$ cat config.mk
export PLATFORM = sky130hd
export DESIGN_NAME = protection_mc
export DESIGN_NICKNAME = d
export VERILOG_FILES = /design/src/rtl/prot_pkg.sv /design/src/rtl/prot_filter.sv /design/src/rtl/protection_mc.sv
export SDC_FILE = /design/constraint.sdc
export NUM_CORES = 1
export LEC_CHECK = 0
export CORE_ASPECT_RATIO = 0.75
export CORE_MARGIN = 1
export CORE_UTILIZATION = 36
export CTS_CLUSTER_DIAMETER = 80
export DETAILED_ROUTE_END_ITERATION = 10
export GPL_TIMING_DRIVEN = 1
export PLACE_DENSITY_LB_ADDON = 0.12
export SYNTH_ARGS = -nofsm -noshare
export SYNTH_HDL_FRONTEND = slang
export SYNTH_SLANG_ARGS = --single-unit
$ cat constraint.sdc
create_clock -name clk -period 3 [get_ports clk]
set_input_delay 0.45 -clock clk [delete_from_list [all_inputs] [get_ports clk]]
set_output_delay 0.45 -clock clk [all_outputs]
set_load 0.005 [all_outputs]
$ cat src/rtl/prot_pkg.sv
// Shared definitions for the fault protection block: register map, FSM states, reset defaults.
// Latency: none (declarations only).
// Backpressure: none (declarations only).
package prot_pkg;

   // Register word offsets (byte address >> 2)
   localparam logic [5:0] REG_STATUS    = 6'h00;
   localparam logic [5:0] REG_ENABLE    = 6'h01;
   localparam logic [5:0] REG_CLEAR     = 6'h02;
   localparam logic [5:0] REG_WDOG_VAL  = 6'h03;
   localparam logic [5:0] REG_WDOG_KICK = 6'h04;
   localparam logic [5:0] REG_LATCH     = 6'h05;
   localparam logic [5:0] REG_POLARITY  = 6'h06;
   localparam logic [5:0] REG_FILT_LEN  = 6'h07;
   localparam logic [5:0] REG_STATE     = 6'h08;
   localparam logic [5:0] REG_IRQ_MASK  = 6'h09;
   localparam logic [5:0] REG_HOLDOFF   = 6'h0A;
   localparam logic [5:0] REG_FF_CHAN   = 6'h0B;
   localparam logic [5:0] REG_FF_TIME   = 6'h0C;

   typedef enum logic [1:0] {
      ST_ARMED   = 2'd0,
      ST_TRIPPED = 2'd1,
      ST_HOLDOFF = 2'd2
   } prot_state_t;

   // Reset defaults, sliced to the live width by the user
   localparam logic [31:0] ENABLE_RST   = 32'hFFFF_FFFF;
   localparam logic [31:0] FILT_LEN_RST = 32'd4;
   localparam logic [31:0] IRQ_MASK_RST = 32'd0;

   // The watchdog sits just above the external channels
   function automatic int wdog_ch(input int n_ch);
      return n_ch;
   endfunction

endpackage

$ cat src/rtl/prot_filter.sv
// One fault channel: 2-flop synchroniser, polarity inversion, debounce filter.
// Latency: filt_len+3 clk edges from pin change to filt output.
// Backpressure: none; free-running sampler.
module prot_filter #(
   parameter int FILT_W = 8
) (
   input  logic              clk,
   input  logic              rst_n,
   input  logic              pin,
   input  logic              pol,
   input  logic [FILT_W-1:0] filt_len,
   output logic              filt
);

   logic              sync1;
   logic              sync2;
   logic              samp;
   logic [FILT_W-1:0] cnt;

   assign samp = sync2 ^ pol;

   // Synchronise the pin, then flip the output once it has disagreed for filt_len+1 samples
   always_ff @(posedge clk) begin
      if (!rst_n) begin
         sync1 <= 1'b0;
         sync2 <= 1'b0;
         cnt   <= '0;
         filt  <= 1'b0;
      end else begin
         sync1 <= pin;
         sync2 <= sync1;
         if (samp != filt) begin
            if (cnt >= filt_len) begin
               filt <= samp;
               cnt  <= '0;
            end else begin
               cnt <= cnt + FILT_W'(1);
            end
         end else begin
            cnt <= '0;
         end
      end
   end

endmodule

$ cat src/rtl/protection_mc.sv
// Fault protection peripheral: filtered fault pins + watchdog, trip FSM, PWM kill, irq; optional PROT_FIRST_FAULT_EN capture.
// Latency: pin to STATUS FILT_LEN+3 edges, pwm_disable same cycle as STATUS; bus ack one cycle after strobe.
// Backpressure: none; every strobe is acked next cycle, fault inputs are sampled every cycle.
module protection_mc
   import prot_pkg::*;
#(
   parameter int ADDR_WIDTH   = 8,
   parameter int N_CH         = 8,
   parameter int FILT_W       = 8,
   parameter int HOLD_W       = 16,
   parameter int HOLDOFF_RST  = 16,
   parameter int WDOG_DEFAULT = 50_000_000
) (
   input  logic                  clk,
   input  logic                  rst_n,
   input  logic [ADDR_WIDTH-1:0] wb_addr,
   input  logic [31:0]           wb_dat_i,
   output logic [31:0]           wb_dat_o,
   input  logic                  wb_we,
   input  logic [3:0]            wb_sel,
   input  logic                  wb_stb,
   output logic                  wb_ack,
   input  logic [N_CH-1:0]       fault_in,
   output logic                  pwm_disable,
   output logic                  irq
);

   localparam int NW = N_CH + 1;
   localparam int WD = wdog_ch(N_CH);

   logic [N_CH-1:0]   filt;
   logic [NW-1:0]     raw;
   logic [NW-1:0]     status;
   logic [NW-1:0]     latch;
   logic [NW-1:0]     enable;
   logic [NW-1:0]     irq_mask;
   logic [NW-1:0]     clr;
   logic [N_CH-1:0]   polarity;
   logic [FILT_W-1:0] filt_len;
   logic [31:0]       wdog_val;
   logic [31:0]       wd_cnt;
   logic              wd_exp;
   logic [HOLD_W-1:0] holdoff;
   logic [HOLD_W-1:0] hold_cnt;
   prot_state_t       state;
   logic [7:0]        trip_cnt;
   logic              acc;
   logic              wr;
   logic              kick;
   logic [5:0]        word;
   logic [31:0]       rdat;
   logic              unused_bits;

   // Byte lanes and low address bits carry no meaning: full-word registers only
   assign unused_bits = ^{wb_sel, wb_addr, wb_dat_i};

   assign acc  = wb_stb & ~wb_ack;
   assign wr   = acc & wb_we;
   assign word = wb_addr[7:2];
   assign kick = wr && (word == REG_WDOG_KICK);
   assign clr  = (wr && (word == REG_CLEAR)) ? wb_dat_i[NW-1:0] : '0;

   for (genvar g = 0; g < N_CH; g++) begin : g_filt
      prot_filter #(.FILT_W(FILT_W)) u_filt (
         .clk      (clk),
         .rst_n    (rst_n),
         .pin      (fault_in[g]),
         .pol      (polarity[g]),
         .filt_len (filt_len),
         .filt     (filt[g])
      );
   end

   assign raw[N_CH-1:0] = filt;
   assign raw[WD]       = wd_exp;
   assign status        = raw & enable;
   assign pwm_disable   = (state != ST_ARMED) | (|status);

   // Bus handshake, register writes and registered read data
   always_ff @(posedge clk) begin
      if (!rst_n) begin
         wb_ack   <= 1'b0;
         wb_dat_o <= '0;
         enable   <= ENABLE_RST[NW-1:0];
         polarity <= '0;
         filt_len <= FILT_LEN_RST[FILT_W-1:0];
         irq_mask <= IRQ_MASK_RST[NW-1:0];
         wdog_val <= 32'(WDOG_DEFAULT);
         holdoff  <= HOLD_W'(HOLDOFF_RST);
      end else begin
         wb_ack <= wb_stb & ~wb_ack;
         if (acc && !wb_we) wb_dat_o <= rdat;
         if (wr) begin
            case (word)
               REG_ENABLE:   enable   <= wb_dat_i[NW-1:0];
               REG_WDOG_VAL: wdog_val <= wb_dat_i;
               REG_POLARITY: polarity <= wb_dat_i[N_CH-1:0];
               REG_FILT_LEN: filt_len <= wb_dat_i[FILT_W-1:0];
               REG_IRQ_MASK: irq_mask <= wb_dat_i[NW-1:0];
               REG_HOLDOFF:  holdoff  <= wb_dat_i[HOLD_W-1:0];
               default: ;
            endcase
         end
      end
   end

   // Sticky fault record (new faults beat a simultaneous clear) and masked level irq
   always_ff @(posedge clk) begin
      if (!rst_n) begin
         latch <= '0;
         irq   <= 1'b0;
      end else begin
         latch <= (latch & ~clr) | status;
         irq   <= |(latch & irq_mask);
      end
   end

   // Watchdog: count while enabled, hold expiry until kicked; a kick always wins
   always_ff @(posedge clk) begin
      if (!rst_n) begin
         wd_cnt <= '0;
         wd_exp <= 1'b0;
      end else if (kick) begin
         wd_cnt <= '0;
         wd_exp <= 1'b0;
      end else if (wdog_val != '0) begin
         if (wd_cnt >= wdog_val) wd_exp <= 1'b1;
         else                    wd_cnt <= wd_cnt + 32'd1;
      end
   end

   // Trip sequencer; reset lands in HOLDOFF so a reset mid-trip still waits out the hold-off
   always_ff @(posedge clk) begin
      if (!rst_n) begin
         state    <= ST_HOLDOFF;
         hold_cnt <= HOLD_W'(HOLDOFF_RST);
         trip_cnt <= '0;
      end else begin
         case (state)
            ST_ARMED: begin
               if (|status) begin
                  state <= ST_TRIPPED;
                  if (trip_cnt != 8'hFF) trip_cnt <= trip_cnt + 8'd1;
               end
            end
            ST_TRIPPED: begin
               if ((latch == '0) && (status == '0)) begin
                  state    <= ST_HOLDOFF;
                  hold_cnt <= holdoff;
               end
            end
            ST_HOLDOFF: begin
               if (|status)                state    <= ST_TRIPPED;
               else if (hold_cnt == '0)    state    <= ST_ARMED;
               else                        hold_cnt <= hold_cnt - HOLD_W'(1);
            end
            default: state <= ST_HOLDOFF;
         endcase
      end
   end

`ifdef PROT_FIRST_FAULT_EN
   logic [31:0] ts;
   logic [31:0] ff_time;
   logic [4:0]  ff_chan;
   logic [4:0]  ff_low;

   // Lowest-numbered active channel
   always_comb begin
      ff_low = '0;
      for (int i = NW - 1; i >= 0; i--) begin
         if (status[i]) ff_low = 5'(i);
      end
   end

   // Free-running timestamp; first-fault record frozen until the next trip from ARMED
   always_ff @(posedge clk) begin
      if (!rst_n) begin
         ts      <= '0;
         ff_time <= '0;
         ff_chan <= '0;
      end else begin
         ts <= ts + 32'd1;
         if ((state == ST_ARMED) && (|status)) begin
            ff_time <= ts;
            ff_chan <= ff_low;
         end
      end
   end
`endif

   // Read mux; unmapped and write-only offsets return zero
   always_comb begin
      rdat = '0;
      case (word)
         REG_STATUS:   rdat[NW-1:0]     = status;
         REG_ENABLE:   rdat[NW-1:0]     = enable;
         REG_WDOG_VAL: rdat             = wdog_val;
         REG_LATCH:    rdat[NW-1:0]     = latch;
         REG_POLARITY: rdat[N_CH-1:0]   = polarity;
         REG_FILT_LEN: rdat[FILT_W-1:0] = filt_len;
         REG_STATE: begin
            rdat[1:0]  = state;
            rdat[15:8] = trip_cnt;
         end
         REG_IRQ_MASK: rdat[NW-1:0]     = irq_mask;
         REG_HOLDOFF:  rdat[HOLD_W-1:0] = holdoff;
`ifdef PROT_FIRST_FAULT_EN
         REG_FF_CHAN:  rdat[4:0]        = ff_chan;
         REG_FF_TIME:  rdat             = ff_time;
`endif
         default: ;
      endcase
   end

endmodule

### Word-level counts from Yosys, hierarchy flattened

Index checks and enable logic that the tools add are counted.

* register bits: 272
* input port bits: 56
* output and inout bits: 35
* word-level logic and storage cells: 178

* $add $sub $neg: 11
* $lt $le $gt $ge: 9
* eq/ne operators: 26
* muxes and demuxes: 15
* bitwise logic cells: 27
* reduce and logical (&&, ||, !) cells: 43

Operator list (count)
* adder 8 x 1 -> 8 bit (second input constant): 9
* greater-or-equal comparator 8 bit: 8
* two-way mux 16 bit: 4
* case mux 6 bit (8 select lines): 1
* adder 32 x 1 -> 32 bit (second input constant): 1
* greater-or-equal comparator 32 bit: 1
* case mux 16 bit (2 select lines): 1
* AND reduction 2 bit: 16
* nonzero test 32 bit: 1
* bitwise AND 9 bit: 3
* equality test 6 x 3 -> 1 bit (second input constant): 4
* OR reduction 3 bit: 8
* case mux 7 bit (3 select lines): 1
* equality test 6 x 4 -> 1 bit (second input constant): 3
* logical NOT 9 bit: 2
* case mux 2 bit (9 select lines): 1
* OR reduction 9 bit: 2
* logical NOT 16 bit: 1
* subtractor 16 x 1 -> 16 bit (second input constant): 1
* equality test 6 x 2 -> 1 bit (second input constant): 2
* inverter 1 bit: 11
* two-way mux 9 bit: 1
* inverter 9 bit: 1
* bitwise OR 9 bit: 1
* 21 further kinds: 47

### Longest topological paths before layout

* depth after elaboration: 8
* gate-level depth with buffers: 10

### Cells and area by module

A second synthesis with hierarchy kept.

* cell total of the unflattened synthesis: 1694
* area, all modules: 14689.1 um2

Modules (own cells, without submodules)
* protection_mc: times used 1, cells an instance 1150, area an instance 9323.9 um2, seq. area each 3683.5 um2
* prot_filter: times used 8, cells an instance 68, area an instance 670.6 um2, seq. area each 220.2 um2

### Worst setup path before layout

OpenSTA, ideal clock, no wires.

* kind: flip-flop to flip-flop
* from: register wd_cnt[0]
* to: register wd_cnt[23]
* library setup time: 70 ps
* arrival: 2371 ps
* required time: 2930 ps
* slack: 558 ps
* cell stages (with the launch flop): 10
* path through: dfxtp_1 inv_1 ha_1 nand2b_1 a2111oi_0 o211ai_1 o31a_1 clkbuf_1 or4_1 a21oi_1

* cells in the longest elaborated chain, start to end: 3

Ends and longest elaborated chain
* start: declaration: RTL line protection_mc.sv:41 `logic [31:0] wd_cnt;`
* start signal: assignment: RTL line protection_mc.sv:128 `else wd_cnt <= wd_cnt + 32'd1;`
* greater-or-equal comparator 32 bit: RTL line protection_mc.sv:127 `if (wd_cnt >= wdog_val) wd_exp <= 1'b1;`
* inverter 1 bit (no source line)
* AND reduction 2 bit (no source line)

Parallel ways exist; a longest one is shown, timed or not.
A chain may end at the register's enable or synchronous reset.

### Worst setup path after layout

* from: register enable[5]
* to: output port pwm_disable

* cells in the longest elaborated chain, start to end: 3

Ends and longest elaborated chain
* start: declaration: RTL line protection_mc.sv:35 `logic [NW-1:0] enable;`
* start signal: assignment: RTL line protection_mc.sv:84 `enable <= ENABLE_RST[NW-1:0];`
* start signal: assignment: RTL line protection_mc.sv:95 `REG_ENABLE: enable <= wb_dat_i[NW-1:0];`
* bitwise AND 9 bit: RTL line protection_mc.sv:76 `assign status = raw & enable;`
* OR reduction 9 bit: RTL line protection_mc.sv:77 `assign pwm_disable = (state != ST_ARMED) | (|status);`
* bitwise OR 1 bit: RTL line protection_mc.sv:77
* end: declaration: RTL line protection_mc.sv:24 `output logic pwm_disable,`

Every way passes these cells.

==> flow_metrics.env <==
export IMPL_overflow=0
export IMPL_wl_per_cell_um=18.08
export IMPL_synth_async_reset_ratio=0
export IMPL_rsz0062_at_grt="false"
export IMPL_antenna_found_initial=0
export IMPL_cts_hold_buf=0
export IMPL_cp_end_kind="primary output"
export IMPL_status="complete, no violations"
export IMPL_critical_path_class="flop to primary output"
export IMPL_drc=0
export IMPL_cts_tree="yes"
export IMPL_routabilityCongestion=0.8461
export IMPL_via_per_inst=5.438
export IMPL_final_cell_mix="dfxtp_1, nand2_1, nor2_1, a21oi_1, ha_1"
export IMPL_dr_pass1_iters=5
export IMPL_mostFrequentLayoutCell="dfxtp_1"
export IMPL_ys_warnings_count=0
export IMPL_clk_pin_slew_worst_paths_ns=0.07
export IMPL_fin_crit_sh=0.9426
export IMPL_dpl_hpwl_um=29470
export IMPL_holdCritPathClass="primary input to flop"
export IMPL_ys_seq_area_frac=0.3919
export IMPL_drtIter0Drc=1106
export IMPL_ctsResizeCount=0
export IMPL_post_synth_top_area_cell="dfxtp_1"
export IMPL_yosys_most_used_dff="dfxtp_1"
export IMPL_p_per_area_mw_per_mm2=525.3
export IMPL_ios=91
export IMPL_finalHoldViolCount=0
export IMPL_report_final_slew_viol_count=0
export IMPL_drv_cap=0
export IMPL_fmax_mhz=353.6
export IMPL_p_leak_nw=6.234
export IMPL_first_global_vias=11440
export IMPL_reg2reg_setup_slack_ns=0.19
export IMPL_drtAntennaViolNets=0
export IMPL_cts_buffer_depth=3
export IMPL_insertion_delay_ns=0.57
export IMPL_rows=61
export IMPL_clock_sinks=272
export IMPL_startpoint_type="flop"
export IMPL_setup_violations_final=0
export IMPL_syn_inst=1651
export IMPL_htreeDepth=1
export IMPL_cp_data_arrival_time_ns=2.38
export IMPL_synth_edf_count=0
export IMPL_chipHeight_um=172.1
export IMPL_synth_area_mm2=0.01389
export IMPL_finalClockSkew_ns=0.02090
export IMPL_reg2reg_to="wd_cnt[3]$_SDFFE_PP0P_"
export IMPL_synth_top_area_frac=0.3919
export IMPL_core_area_mm2=0.03755
export IMPL_wirelength_um=40810
export IMPL_die_area_mm2=0.03939
export IMPL_initial_core_util=0.3700
export IMPL_cts_setup_buffers=0
export IMPL_rr_worst_depth=9
export IMPL_vias=12270
export IMPL_utilization=0.4398
export IMPL_finalCriticalPeriod_ns=2.828
export IMPL_tns_ns=0
export IMPL_grt_use_total=0.2063
export IMPL_diodes=0
export IMPL_grt_first_pass_wirelength_um=64400
export IMPL_required_ns=2.55
export IMPL_slew_headroom=0.5030
export IMPL_dieWidth_um=228.9
export IMPL_portBuffers=84
export IMPL_avgSynthCellArea_um2=8.416
export IMPL_crit_start="enable[5]$_SDFFE_PN1P_"
export IMPL_irDropWorstVdd_mv=0.4767
export IMPL_cts_root_buf="clkbuf_16"
export IMPL_numCtsBuffers=29
export IMPL_syn_nets=1814
export IMPL_drive_above_1_share=0.07131
export IMPL_synth_seq_cells=272
export IMPL_endpoint="pwm_disable"
export IMPL_finalNetCount=1894
export IMPL_grt_max_degree=73
export IMPL_areaGrowthSynthToFinish_pct=18.87
export IMPL_worst_slew_pin_slew_ns=0.7455
export IMPL_synth_cell_type_count=71
export IMPL_crit_fanout=4
export IMPL_synthTopCellsByArea="dfxtp_1, ha_1, nand2_1, a21oi_1, xor2_1"
export IMPL_r2r_start="wd_cnt[0]$_SDFFE_PP0P_"
## cell type report
type	instances	area, um^2
clock buffers	37	805.8
clock inverters	16	239.0
fillers	3765	21040
inverters	63	239.0
multi-input cells	1236	7945
flip-flops and latches	272	5445
well taps	504	630.6
repair buffers	129	1211
## registers in the layout (all words and copies together) (netlist names), 2 cells and up
register and count:
g_filt.u_filt.cnt 64, wb_dat_o 32, wd_cnt 32, wdog_val 32, hold_cnt 16, holdoff 16, enable 9, irq_mask 9
latch 9, filt_len 8, g_filt.u_filt.filt 8, g_filt.u_filt.sync1 8, g_filt.u_filt.sync2 8, polarity 8, trip_cnt 8, state 2
## critical path, cell delays in order, from the launching register on
cell and delay [ns]:
dfxtp_1 0.36, a222oi_1 0.37, nand4_1 0.28, or2_4 0.34, clkdlybuf4s50_1 0.45
## synth_stat cells (3+ instances only)
| master | n |
|---|---|
| a31oi_1 | 4 |
| o311a_1 | 8 |
| nor2_1 | 139 |
| nor2b_1 | 3 |
| ha_1 | 107 |
| clkbuf_1 | 74 |
| a222oi_1 | 9 |
| o2111ai_1 | 9 |
| o21bai_1 | 10 |
| nor4_1 | 19 |
| and3_1 | 25 |
| o21a_1 | 14 |
| o211ai_1 | 27 |
| nand3_1 | 83 |
| buf_1 | 4 |
| and2_1 | 19 |
| a2bb2oi_1 | 8 |
| nand2b_1 | 29 |
| a2111oi_0 | 9 |
| or2_2 | 5 |
| a31o_2 | 4 |
| nor3b_1 | 4 |
| a21oi_1 | 131 |
| nor3_1 | 12 |
| o21ai_1 | 3 |
| or3_1 | 9 |
| xor2_1 | 60 |
| nand2_1 | 239 |
| xnor2_1 | 12 |
| dfxtp_1 | 272 |
| o31a_1 | 4 |
| inv_1 | 63 |
| mux2i_1 | 33 |
| and4_1 | 3 |
| nand4_1 | 24 |
| o21ai_0 | 37 |
| a21o_1 | 22 |
| a221oi_1 | 6 |
| o31ai_1 | 26 |
| or4_1 | 22 |
| a22oi_1 | 21 |
| o22ai_1 | 3 |
## power breakdown
group | switching, W | total (W) | internal (W)
clock | 0.00155 | 0.00396 | 0.00241
sequential | 0.000107 | 0.00381 | 0.00371
combinational | 0.000527 | 0.000898 | 0.000371
## kinds of logic (layout without fill, tap and decap cells)
family | count (synthesis) | count (layout) | synth area share
AOI/OAI and AO/OA | 373 | 373 | 0.1795
DFF | 272 | 272 | 0.3919
adders and majority gates | 107 | 107 | 0.09635
muxes | 33 | 33 | 0.02377
and+or+nand+nor | 651 | 651 | 0.2243
xor gates and xnor gates | 72 | 72 | 0.04538
buffers and inverters | 143 | 245 | 0.03881
## per-stage QoR
stage	hold slack [ns]	area, um^2	cells	setup WS (ns)	power [W]
3_5_place_dp	0.4227	15460	2204	0.2027	0.004778
3_3_place_gp	0.4172	15460	2204	0.2417	0.004764
5_1_grt	0.3971	16520	2257	0.02921	0.009018
6_report	0.3966	16520	2257	0.1722	0.008675
4_1_cts	0.3784	16510	2257	0.06874	0.008747
2_1_floorplan	0.4119	13890	1651	0.5581	0.004475
## worst min-delay path by stage
stage | startpoint | depth (start not counted) | end | slack (ns)
detailed placement | g_filt[1].u_filt.sync1$_SDFF_PN0_ | 1 | g_filt[1].u_filt.sync2$_SDFF_PN0_ | 0.42
finish | rst_n | 3 | enable[5]$_SDFFE_PN1P_ | 0.40
CTS | rst_n | 3 | enable[5]$_SDFFE_PN1P_ | 0.38
global route | rst_n | 3 | enable[5]$_SDFFE_PN1P_ | 0.40
floorplan | g_filt[0].u_filt.sync1$_SDFF_PN0_ | 1 | g_filt[0].u_filt.sync2$_SDFF_PN0_ | 0.41
global placement | g_filt[5].u_filt.sync1$_SDFF_PN0_ | 1 | g_filt[5].u_filt.sync2$_SDFF_PN0_ | 0.42
## per-layer routing
layer | track usage | wire length [um]
met5 | 0 | 0
met4 | 0.03710 | 629
met3 | 0.04024 | 2843
met2 | 0.2995 | 16230
met1 | 0.3134 | 21110
(Power assumes the default switching activity.)
